[src/rtl/uart_fifo_mmio_if.sv]
// Processor data-bus slot for uart_fifo_mmio: 16-bit byte address, 32-bit data,
// single-cycle read/write strobes, combinational read data and a level interrupt.
interface uart_fifo_mmio_if;
    logic [15:0] address;
    logic [31:0] w_data;
    logic        we;
    logic        re;
    logic [31:0] r_data;
    logic        irq;

    modport master (output address, w_data, we, re, input r_data, irq);
    modport slave  (input address, w_data, we, re, output r_data, irq);
endinterface

[src/rtl/uart_fifo_mmio.sv]
// Memory-mapped UART with RX/TX FIFOs, sticky W1C error flags and a registered level irq.
// Define UART_PARITY_EN to add one even-parity bit per frame in both directions.
module uart_fifo_mmio #(
    parameter int CLKS_PER_BIT = 434,
    parameter int DATA_BITS    = 8,
    parameter int FIFO_DEPTH   = 16
) (
    input  logic            clk,
    input  logic            rst,
    input  logic            i_Rx,
    output logic            o_Tx,
    uart_fifo_mmio_if.slave bus
);
    localparam int AW = $clog2(FIFO_DEPTH);
    localparam int PW = AW + 1;
    localparam logic [1:0] REG_DATA = 2'd0, REG_STATUS = 2'd1, REG_CTRL = 2'd2, REG_DIV = 2'd3;

    typedef enum logic [2:0] {S_IDLE, S_START, S_DATA, S_PARITY, S_STOP} uart_state_t;

    logic [1:0] reg_sel;
    logic       status_wr;
    logic       unused_bus_bits;
    assign reg_sel         = bus.address[3:2];
    assign status_wr       = bus.we && (reg_sel == REG_STATUS);
    assign unused_bus_bits = ^{bus.address[15:4], bus.address[1:0], bus.w_data[31:16]};

    // Index 0 is the RX FIFO, index 1 the TX FIFO.
    logic [1:0]           fifo_push, fifo_pop, fifo_empty, fifo_full, fifo_accept;
    logic [DATA_BITS-1:0] fifo_wdata [2];
    logic [DATA_BITS-1:0] fifo_head  [2];
    logic [7:0]           fifo_count8 [2];

    generate
        for (genvar gi = 0; gi < 2; gi++) begin : g_fifo
            logic [DATA_BITS-1:0] mem [FIFO_DEPTH];
            logic [PW-1:0]        wr_ptr_reg, rd_ptr_reg;
            logic [PW-1:0]        count;
            logic                 push_ok, pop_ok;

            assign count            = wr_ptr_reg - rd_ptr_reg;
            assign fifo_empty[gi]   = (count == '0);
            assign fifo_full[gi]    = (count == PW'(FIFO_DEPTH));
            assign pop_ok           = fifo_pop[gi] && !fifo_empty[gi];
            // A pop in the same cycle frees the slot, so a push into a full FIFO still lands.
            assign push_ok          = fifo_push[gi] && (!fifo_full[gi] || pop_ok);
            assign fifo_accept[gi]  = push_ok;
            assign fifo_head[gi]    = fifo_empty[gi] ? '0 : mem[rd_ptr_reg[AW-1:0]];
            assign fifo_count8[gi]  = 8'(count);

            always_ff @(posedge clk) begin
                if (push_ok)
                    mem[wr_ptr_reg[AW-1:0]] <= fifo_wdata[gi];
            end

            always_ff @(posedge clk or posedge rst) begin
                if (rst) begin
                    wr_ptr_reg <= '0;
                    rd_ptr_reg <= '0;
                end else begin
                    if (push_ok) wr_ptr_reg <= wr_ptr_reg + PW'(1);
                    if (pop_ok)  rd_ptr_reg <= rd_ptr_reg + PW'(1);
                end
            end
        end
    endgenerate

    logic [2:0]  ctrl_reg;
    logic [15:0] div_reg;
    logic        frame_err_reg, overrun_err_reg, parity_err, irq_reg;
    logic        tx_pop, tx_busy;

    // ---------------- receiver ----------------
    uart_state_t          rx_state_reg;
    logic                 rx_meta_reg, rx_sync_reg, rx_prev_reg;
    logic [15:0]          rx_cnt_reg, rx_div_reg;
    logic [2:0]           rx_bit_reg;
    logic [DATA_BITS-1:0] rx_shift_reg;
    logic                 rx_push_reg, frame_set_reg, parity_set_reg;
    logic                 rx_bit_end;

    assign rx_bit_end = (rx_cnt_reg == rx_div_reg - 16'd1);

    always_ff @(posedge clk or posedge rst) begin
        if (rst) begin
            rx_meta_reg    <= 1'b1;
            rx_sync_reg    <= 1'b1;
            rx_prev_reg    <= 1'b1;
            rx_state_reg   <= S_IDLE;
            rx_cnt_reg     <= '0;
            rx_div_reg     <= 16'(CLKS_PER_BIT);
            rx_bit_reg     <= '0;
            rx_shift_reg   <= '0;
            rx_push_reg    <= 1'b0;
            frame_set_reg  <= 1'b0;
            parity_set_reg <= 1'b0;
        end else begin
            rx_meta_reg    <= i_Rx;
            rx_sync_reg    <= rx_meta_reg;
            rx_prev_reg    <= rx_sync_reg;
            rx_push_reg    <= 1'b0;
            frame_set_reg  <= 1'b0;
            parity_set_reg <= 1'b0;
            case (rx_state_reg)
                S_IDLE: begin
                    // Edge-triggered so a line still low after a bad stop bit does not retrigger.
                    if (rx_prev_reg && !rx_sync_reg) begin
                        rx_state_reg <= S_START;
                        rx_cnt_reg   <= '0;
                        rx_div_reg   <= div_reg;
                    end
                end
                S_START: begin
                    if (rx_cnt_reg == {1'b0, rx_div_reg[15:1]} - 16'd1) begin
                        rx_cnt_reg   <= '0;
                        rx_bit_reg   <= '0;
                        rx_state_reg <= rx_sync_reg ? S_IDLE : S_DATA;
                    end else begin
                        rx_cnt_reg <= rx_cnt_reg + 16'd1;
                    end
                end
                S_DATA: begin
                    if (rx_bit_end) begin
                        rx_cnt_reg   <= '0;
                        rx_shift_reg <= {rx_sync_reg, rx_shift_reg[DATA_BITS-1:1]};
                        rx_bit_reg   <= rx_bit_reg + 3'd1;
                        if (rx_bit_reg == 3'(DATA_BITS - 1)) begin
`ifdef UART_PARITY_EN
                            rx_state_reg <= S_PARITY;
`else
                            rx_state_reg <= S_STOP;
`endif
                        end
                    end else begin
                        rx_cnt_reg <= rx_cnt_reg + 16'd1;
                    end
                end
                S_PARITY: begin
                    if (rx_bit_end) begin
                        rx_cnt_reg <= '0;
                        if (rx_sync_reg != ^rx_shift_reg) begin
                            parity_set_reg <= 1'b1;
                            rx_state_reg   <= S_IDLE;
                        end else begin
                            rx_state_reg <= S_STOP;
                        end
                    end else begin
                        rx_cnt_reg <= rx_cnt_reg + 16'd1;
                    end
                end
                default: begin
                    if (rx_bit_end) begin
                        rx_cnt_reg    <= '0;
                        rx_push_reg   <= rx_sync_reg;
                        frame_set_reg <= !rx_sync_reg;
                        rx_state_reg  <= S_IDLE;
                    end else begin
                        rx_cnt_reg <= rx_cnt_reg + 16'd1;
                    end
                end
            endcase
        end
    end

    assign fifo_push[0]  = rx_push_reg;
    assign fifo_wdata[0] = rx_shift_reg;
    assign fifo_pop[0]   = bus.re && (reg_sel == REG_DATA);

    // ---------------- transmitter ----------------
    uart_state_t          tx_state_reg;
    logic                 tx_reg;
    logic [15:0]          tx_cnt_reg, tx_div_reg;
    logic [2:0]           tx_bit_reg;
    logic [DATA_BITS-1:0] tx_shift_reg;
    logic                 tx_bit_end;
`ifdef UART_PARITY_EN
    logic                 tx_par_reg;
`endif

    assign tx_bit_end = (tx_cnt_reg == tx_div_reg - 16'd1);
    // Popping at the end of STOP chains frames with no idle gap.
    assign tx_pop     = !fifo_empty[1] &&
                        ((tx_state_reg == S_IDLE) || (tx_state_reg == S_STOP && tx_bit_end));
    assign tx_busy    = (tx_state_reg != S_IDLE);

    always_ff @(posedge clk or posedge rst) begin
        if (rst) begin
            tx_state_reg <= S_IDLE;
            tx_reg       <= 1'b1;
            tx_cnt_reg   <= '0;
            tx_div_reg   <= 16'(CLKS_PER_BIT);
            tx_bit_reg   <= '0;
            tx_shift_reg <= '0;
`ifdef UART_PARITY_EN
            tx_par_reg   <= 1'b0;
`endif
        end else if (tx_pop) begin
            tx_state_reg <= S_START;
            tx_reg       <= 1'b0;
            tx_cnt_reg   <= '0;
            tx_div_reg   <= div_reg;
            tx_shift_reg <= fifo_head[1];
`ifdef UART_PARITY_EN
            tx_par_reg   <= ^fifo_head[1];
`endif
        end else if (tx_state_reg != S_IDLE) begin
            if (tx_bit_end) begin
                tx_cnt_reg <= '0;
                case (tx_state_reg)
                    S_START: begin
                        tx_reg       <= tx_shift_reg[0];
                        tx_bit_reg   <= '0;
                        tx_state_reg <= S_DATA;
                    end
                    S_DATA: begin
                        if (tx_bit_reg == 3'(DATA_BITS - 1)) begin
`ifdef UART_PARITY_EN
                            tx_reg       <= tx_par_reg;
                            tx_state_reg <= S_PARITY;
`else
                            tx_reg       <= 1'b1;
                            tx_state_reg <= S_STOP;
`endif
                        end else begin
                            tx_shift_reg <= tx_shift_reg >> 1;
                            tx_reg       <= tx_shift_reg[1];
                            tx_bit_reg   <= tx_bit_reg + 3'd1;
                        end
                    end
                    S_PARITY: begin
                        tx_reg       <= 1'b1;
                        tx_state_reg <= S_STOP;
                    end
                    default: begin
                        tx_reg       <= 1'b1;
                        tx_state_reg <= S_IDLE;
                    end
                endcase
            end else begin
                tx_cnt_reg <= tx_cnt_reg + 16'd1;
            end
        end
    end

    assign o_Tx          = tx_reg;
    assign fifo_push[1]  = bus.we && (reg_sel == REG_DATA);
    assign fifo_wdata[1] = bus.w_data[DATA_BITS-1:0];
    assign fifo_pop[1]   = tx_pop;

    // ---------------- registers, flags, interrupt ----------------
    always_ff @(posedge clk or posedge rst) begin
        if (rst) begin
            ctrl_reg        <= '0;
            div_reg         <= 16'(CLKS_PER_BIT);
            frame_err_reg   <= 1'b0;
            overrun_err_reg <= 1'b0;
            irq_reg         <= 1'b0;
        end else begin
            if (bus.we && reg_sel == REG_CTRL)
                ctrl_reg <= bus.w_data[2:0];
            if (bus.we && reg_sel == REG_DIV)
                div_reg <= (bus.w_data[15:0] < 16'd8) ? 16'd8 : bus.w_data[15:0];
            // A new error in the same cycle as its clear keeps the flag set.
            if (frame_set_reg)
                frame_err_reg <= 1'b1;
            else if (status_wr && bus.w_data[5])
                frame_err_reg <= 1'b0;
            if (rx_push_reg && !fifo_accept[0])
                overrun_err_reg <= 1'b1;
            else if (status_wr && bus.w_data[6])
                overrun_err_reg <= 1'b0;
            irq_reg <= (ctrl_reg[0] && !fifo_empty[0]) || (ctrl_reg[1] && fifo_empty[1]) ||
                       (ctrl_reg[2] && (frame_err_reg || overrun_err_reg || parity_err));
        end
    end

`ifdef UART_PARITY_EN
    logic parity_err_reg;
    always_ff @(posedge clk or posedge rst) begin
        if (rst)
            parity_err_reg <= 1'b0;
        else if (parity_set_reg)
            parity_err_reg <= 1'b1;
        else if (status_wr && bus.w_data[7])
            parity_err_reg <= 1'b0;
    end
    assign parity_err = parity_err_reg;
`else
    logic unused_parity_set;
    assign unused_parity_set = parity_set_reg;
    assign parity_err        = 1'b0;
`endif

    assign bus.irq = irq_reg;

    always_comb begin
        bus.r_data = '0;
        case (reg_sel)
            REG_DATA:   bus.r_data[DATA_BITS-1:0] = fifo_head[0];
            REG_STATUS: bus.r_data[23:0] = {fifo_count8[1], fifo_count8[0], parity_err,
                                            overrun_err_reg, frame_err_reg, tx_busy, fifo_full[1],
                                            fifo_empty[1], fifo_full[0], fifo_empty[0]};
            REG_CTRL:   bus.r_data[2:0]  = ctrl_reg;
            default:    bus.r_data[15:0] = div_reg;
        endcase
    end
endmodule
[src/flat_wrapper.sv]
// flat-port wrapper written by rule: the top's interface ports become plain ports
module uart_fifo_mmio_flat 
#(
    parameter int CLKS_PER_BIT = 434,
    parameter int DATA_BITS    = 8,
    parameter int FIFO_DEPTH   = 16
)
  (clk, rst, i_Rx, o_Tx, bus_address, bus_w_data, bus_we, bus_re, bus_r_data, bus_irq);
  uart_fifo_mmio_if bus_i ();
  input  logic clk;
  input  logic rst;
  input  logic i_Rx;
  output logic o_Tx;
  input wire logic [$bits(bus_i.address)-1:0] bus_address;
  input wire logic [$bits(bus_i.w_data)-1:0] bus_w_data;
  input wire logic [$bits(bus_i.we)-1:0] bus_we;
  input wire logic [$bits(bus_i.re)-1:0] bus_re;
  output wire logic [$bits(bus_i.r_data)-1:0] bus_r_data;
  output wire logic [$bits(bus_i.irq)-1:0] bus_irq;
  assign bus_i.address = bus_address;
  assign bus_i.w_data = bus_w_data;
  assign bus_i.we = bus_we;
  assign bus_i.re = bus_re;
  assign bus_r_data = bus_i.r_data;
  assign bus_irq = bus_i.irq;
  uart_fifo_mmio #(.CLKS_PER_BIT(CLKS_PER_BIT), .DATA_BITS(DATA_BITS), .FIFO_DEPTH(FIFO_DEPTH)) u_core (.clk(clk), .rst(rst), .i_Rx(i_Rx), .o_Tx(o_Tx), .bus(bus_i));
endmodule
[config.mk]
export PLATFORM = sky130hd
export DESIGN_NAME = uart_fifo_mmio_flat
export DESIGN_NICKNAME = d
export VERILOG_FILES = /design/src/rtl/uart_fifo_mmio_if.sv /design/src/rtl/uart_fifo_mmio.sv /design/src/flat_wrapper.sv
export SDC_FILE = /design/constraint.sdc
export NUM_CORES = 1
export LEC_CHECK = 0
export ABC_CLOCK_PERIOD_IN_PS = 6300
export CAP_MARGIN = 20
export CORE_ASPECT_RATIO = 1.25
export CORE_MARGIN = 1.5
export CORE_UTILIZATION = 45
export CTS_BUF_LIST = sky130_fd_sc_hd__clkbuf_16
export DETAILED_ROUTE_END_ITERATION = 8
export PLACE_DENSITY_LB_ADDON = 0.15
export RECOVER_POWER = 25
export REMOVE_ABC_BUFFERS = 1
export SKIP_CTS_REPAIR_TIMING = 1
export SYNTH_ARGS = -nofsm -noshare
export SYNTH_HDL_FRONTEND = slang
export SYNTH_SLANG_ARGS = --single-unit
[constraint.sdc]
create_clock -name clk -period 6.3 [get_ports clk]
set_input_delay 0.945 -clock clk [delete_from_list [all_inputs] [get_ports clk]]
set_output_delay 0.945 -clock clk [all_outputs]
set_load 0.03 [all_outputs]
; After elaboration in Yosys (flattened, before gate mapping)
; Memories as Yosys holds them, arrays and structs flattened.
; Index checks and enable logic that the tools add are counted.
[word_totals]
reg_bits = 140
latch_bits = 0
mem_bits_rw = 256
romBits = 0
inputBits = 53
output_inout_bits = 34
elab_cells = 178
n_memories = 2
[op_classes]
addsub = 13
mul = 0
n_div = 0
magnitude_cmp = 1
n_eq_ne = 26
shift = 0
n_mux = 55
bitwise = 1
n_reduce_logical = 55
[mem_list]
columns = name, depth, width, rd, rd_clocked_by_memory_dff, write_ports, line_no
row1 = u_core.g_fifo[0].mem, 16, 8, 1, 0, 1, uart_fifo_mmio.sv:35  ; logic [DATA_BITS-1:0] mem [FIFO_DEPTH];
row2 = u_core.g_fifo[1].mem, 16, 8, 1, 0, 1, uart_fifo_mmio.sv:35
[op_table]
columns = op, count
row1 = 16-bit two-way mux, 7
row2 = 8-bit two-way mux, 7
row3 = 16-bit equality test, 3
row4 = 3-bit two-way mux, 14
row5 = "16-bit by 1-bit adder with 16-bit output, second input constant", 2
row6 = 16-bit one-hot mux with 2 select lines, 1
row7 = "16-bit by 1-bit subtractor with 16-bit output, second input constant", 2
row8 = "5-bit by 1-bit adder with 5-bit output, second input constant", 4
row9 = 1-bit logical AND, 18
row10 = 3-bit one-hot mux with 3 select lines, 2
row11 = "16-bit by 4-bit less-than comparator with 1-bit output, second input constant", 1
row12 = 1-bit two-way mux, 16
row13 = 8-bit one-hot mux with 2 select lines, 1
row14 = "15-bit by 1-bit subtractor with 16-bit output, second input constant", 1
row15 = 5-bit one-hot mux with 3 select lines, 1
row16 = 2-bit nonzero test, 7
row17 = "3-bit by 2-bit equality test with 1-bit output, second input constant", 4
row18 = "2-bit by 1-bit inequality test with 1-bit output, second input constant", 6
row19 = 3-bit one-hot mux with 2 select lines, 2
row20 = 3-bit one-hot mux with 4 select lines, 1
row21 = "5-bit equality test, second input constant", 2
row22 = 5-bit logical NOT, 2
row23 = 5-bit subtractor, 2
row24 = "3-bit equality test, second input constant", 3
row25 = other kinds (24), 42

; Logic depth before layout (Yosys ltp)
[logic_depth]
depth_word = 10
mapped_depth = 14
mapped_depth_nobuf = 12

; Least setup slack after synthesis
; Ideal clock, no wire load.
[synth_path]
path_kind = register -> output
startpoint = reg u_core.g_fifo[0].rd_ptr_reg[1]
endpoint = out bus_r_data[0]
arrival_ps = 3273
required_ps = 5355
setup_slack_ps = 2082
path_stages_with_launch = 11
n_path_buf = 2
path_cell_list = dfrtp_1 -> clkbuf_1 -> clkbuf_1 -> inv_1 -> fa_1 -> a21o_1 -> a21oi_1 -> xnor2_1 -> nor4_1 -> nor2b_1 -> mux4_2
[synth_between]
elab_chain_len = 4
elab_cells_between_ends = 5
classes_between = add/sub: 1 / mux: 2 / reduce/logical: 1 / memory: 1
[synth_lines]
columns = element, line_no
row1 = start: declaration, uart_fifo_mmio.sv:36  ; logic [PW-1:0] wr_ptr_reg, rd_ptr_reg;
row2 = start signal: assignment, uart_fifo_mmio.sv:61  ; if (pop_ok) rd_ptr_reg <= rd_ptr_reg + PW'(1);
row3 = 5-bit subtractor, uart_fifo_mmio.sv:40  ; assign count = wr_ptr_reg - rd_ptr_reg;
row4 = 5-bit logical NOT, uart_fifo_mmio.sv:41  ; assign fifo_empty[gi] = (count == '0);
row5 = 8-bit two-way mux, uart_fifo_mmio.sv:47  ; assign fifo_head[gi] = fifo_empty[gi] ? '0 : mem[rd_ptr_reg[AW-1:0]];
row6 = 3-bit one-hot mux with 3 select lines (*), uart_fifo_mmio.sv:297  ; case (reg_sel)
row7 = end: declaration, flat_wrapper.sv:18  ; output wire logic [$bits(bus_i.r_data)-1:0] bus_r_data;
; Mark *: on every way between the ends. The rest lies on a longest branch, timed or not.

; Final worst setup path
[layout_path]
startpoint = reg u_core.g_fifo[0].wr_ptr_reg[0]
endpoint = out bus_r_data[6]
[layout_between]
elab_chain_len = 4
[layout_lines]
columns = element, line_no
row1 = start: declaration, uart_fifo_mmio.sv:36
row2 = start signal: assignment, uart_fifo_mmio.sv:60  ; if (push_ok) wr_ptr_reg <= wr_ptr_reg + PW'(1);
row3 = 5-bit subtractor, uart_fifo_mmio.sv:40
row4 = 5-bit logical NOT, uart_fifo_mmio.sv:41
row5 = 8-bit two-way mux, uart_fifo_mmio.sv:47
row6 = 5-bit one-hot mux with 3 select lines, uart_fifo_mmio.sv:297
; Every way passes these cells.

==> results.cfg <==
[outcome]
status = finished with violations
failed_checks = capacitance limit, slew limit

[drt]
first_iter_violations = 626
antenna_left = 0
met3_length_um = 1200
wl_met1_um = 17400
drtPass1Iterations = 5
vias = 10400
dr_wl_met2_um = 19800
wl_um = 39600
drc = 0
top_layer_used = met4
avgRoutedWirePerCell_um = 20.9
via_per_inst = 5.48

[logic_synthesis]
synth_edf_count = 256
synth.yosys.seq_area_share = 0.607
syn_avg_cell_area_um2 = 14.5
ys_seq_elements = 396
syn_inst = 1277
synth_ff_type = edfxtp_1
async_flop_share = 0.354
ys_types = 72
synth.cell_area_um2 = 18500
ys_warn_count = 0

[power_and_ir_drop]
power_switching_mw = 2.71
cellPowerDensity_nw_per_um2 = 403
pwr-share-comb = 0.303
max-vdd-ir-drop_uv = 217
pwr-share-seq = 0.413
p_int_mw = 5.64
clkPwrFrac = 0.284
sw_frac_of_total = 0.325
p_leak_nw = 7.71

[global_route]
grt_pass1_vias = 10700
antenna_found_initial = 0
grt_start_max_net_pins = 96
grt_pass1_wl_um = 62100
overflow = 0
grt_use_total = 0.194

[clocking]
numCtsBuffers = 41
clockBufferDepth = 3
clk_pin_slew_ns = 0.06
htree_levels = 2
clk_latency_ns = 0.56
numClockSinks = 396
cts_tree = done
root_buffer = clkbuf_16

[job]
maxCapViolCount = 1

[die]
rows = 82
fp.coreArea_um2 = 40300
initial_core_util = 0.458
num_io_pins = 87
fp.dieH_um = 230
die_x_um = 184
die_area_um2 = 42300

[setup_path]
critPathMaxStageDelay_ns = 0.78
cp-start-kind = flop
criticalPathCategory = flop to primary output
cp_cell_sequence = inv_1, ha_1, inv_1, fa_1, a21o_1, a21oi_1, xnor2_1, nor4_1, buf_4, nor3b_1, a21oi_1, o21ai_0, clkdlybuf4s50_1
arrival_ns = 4.16
endpoint_kind = primary output
critPathRequiredTime_ns = 5.35
crit_path_max_fanout = 9
slowest_stage = clkdlybuf4s50_1

[sta]
drv_slew = 96
period_needed_ns = 5.11
worst_slack_ns = 1.19
fin_crit_sh = 0.811
hold_violations = 0
setup_violations = 0
slew-limit-headroom = -1.85
final.setup.tns_ns = 0
rsz0062_at_grt = no
max_freq_mhz = 196
tightest_slew_ns = 4.24
finClkSkew_ns = 0.0248

[place]
numPortBuffers = 45
gp_congestion = 0.814
place_hpwl_um = 26900
pre_cts_ws_ns = 1.62

[finish]
largest_reg_flops = 256
n_antenna_cell = 0
drive_above_1_share = 0.191
nets = 1401
syn_to_final_growth_pct = 12.2

[hold_path]
hp-class = flop to flop
metrics by stage:
step	total power [mW]	util	instances	hold slack (ns)	cell area [µm²]
CTS	8.44	0.514	1892	0.356	20700
floorplan	5.31	-	1213	0.345	18200
global route	8.81	0.514	1893	0.366	20700
global placement	6.01	0.482	1821	0.346	19400
finish	8.35	0.514	1893	0.361	20700
detailed placement	6.04	0.482	1821	0.347	19400
worst max-delay path, delay by kind of cell (launching register included):
family,cells,cell delay (ns)
buf+inv,4,1.20
compound gates,4,0.88
fa+ha+maj,2,0.62
flops,1,0.41
simple gates,2,0.26
xor+xnor,1,0.24
final cells by class:
cell class              count  area [µm²]
inverters                  38         144
multi-input cells         779        6800
well taps                 546         683
flip-flops and latches    396       11200
clock inverters            29         251
fillers                  3391       19600
clock buffers              42        1050
repair buffers             63         582
placed cells by master, fill, tap and decap left out, types with 9 or more instances in the layout:
cell,count
edfxtp_1,256
dfrtp_1,119
nor2_1,87
mux4_2,81
xnor2_1,75
nand2_1,61
mux2_2,46
inv_1,43
xor2_1,43
clkbuf_16,42
clkdlybuf4s50_1,39
and3_1,32
o21ai_0,27
ha_1,27
nand3_1,23
nor3_1,23
a21oi_1,20
nor4_1,20
nand4_1,19
dfstp_2,18
mux2_4,17
buf_4,16
or3_1,11
nand2b_1,11
conb_1,11
nor2b_1,10
or4_1,10
nor3b_1,9
o22ai_1,9
cells in the mapped netlist (3+ instances only):
cell type  count  area [µm²]
a211o_1        3        26.3
a21boi_0       3        22.5
a21o_1         4        30.0
a21oi_1       20         100
a22o_1         6        52.6
a2bb2oi_1      7        61.3
a31oi_1        7        43.8
and2_1         6        37.5
and3_1        32         200
and4_1         3        26.3
buf_1         11        41.3
buf_2          7        35.0
buf_4         12        90.1
buf_6          4        45.0
clkbuf_1      40         150
dfrtp_1      121        3030
dfstp_2       19         499
edfxtp_1     256        7690
ha_1          27         338
inv_1         35         131
mux2_2        46         518
mux2_4        17         255
mux2i_1        8        80.1
mux4_2        81        1820
nand2_1       61         229
nand2b_1      11        68.8
nand3_1       23         115
nand3b_1       4        30.0
nand4_1       19         119
nand4b_1       4        35.0
nor2_1        87         327
nor2b_1       10        62.6
nor3_1        23         115
nor3b_1        9        67.6
nor4_1        20         125
o211ai_1       4        30.0
o21ai_0       27         135
o22ai_1        9        56.3
o31ai_1        5        37.5
or2_2          5        31.3
or3_1         11        68.8
or4_1         10        75.1
or4b_2         4        40.0
xnor2_1       75         657
xor2_1        43         377
worst paths after layout:
path | start | to | slack [ns] | cells after the start
setup / recovery | u_core.g_fifo[0].wr_ptr_reg[0] | bus_r_data[6] | 1.19 | 13
hold / removal | u_core.rx_meta_reg | u_core.rx_sync_reg | 0.36 | 0
setup reg to reg | u_core.rx_div_reg[2] | u_core.rx_shift_reg[1] | 2.04 | 10
hold reg to reg | u_core.rx_meta_reg | u_core.rx_sync_reg | 0.36 | 0
max in group asynchronous | rst | u_core.g_fifo[1].rd_ptr_reg[0] | 2.04 | 2
min in group asynchronous | rst | u_core.rx_div_reg[6] | 2.14 | 2
layer usage:
metal,vias up,GRT usage
met1,5287,0.258
li1,4869,-
met2,164,0.327
met4,0,0.0671
met3,61,0.0259
met5,-,0
cells by family (layout without fill, tap and decap cells):
family / Yosys count / in the layout / share of synthesized area
flops: 396 / 396 / 0.607
fa+ha+maj: 29 / 29 / 0.0204
mux: 152 / 152 / 0.145
simple gates: 354 / 354 / 0.102
other cells: 1 / 11 / 0.000203
xor+xnor: 119 / 119 / 0.0572
compound gates: 114 / 114 / 0.0410
buf+inv: 112 / 172 / 0.0273
power by group through the flow:
stage | combinational, mW | sequential, mW | clock, mW
floorplan | 1.79 | 3.52 | 0
global placement | 2.52 | 3.49 | 0
detailed placement | 2.55 | 3.49 | 0
CTS | 2.56 | 3.45 | 2.43
global route | 2.78 | 3.50 | 2.52
finish | 2.53 | 3.45 | 2.37
Power figures use the tool's default switching activity.
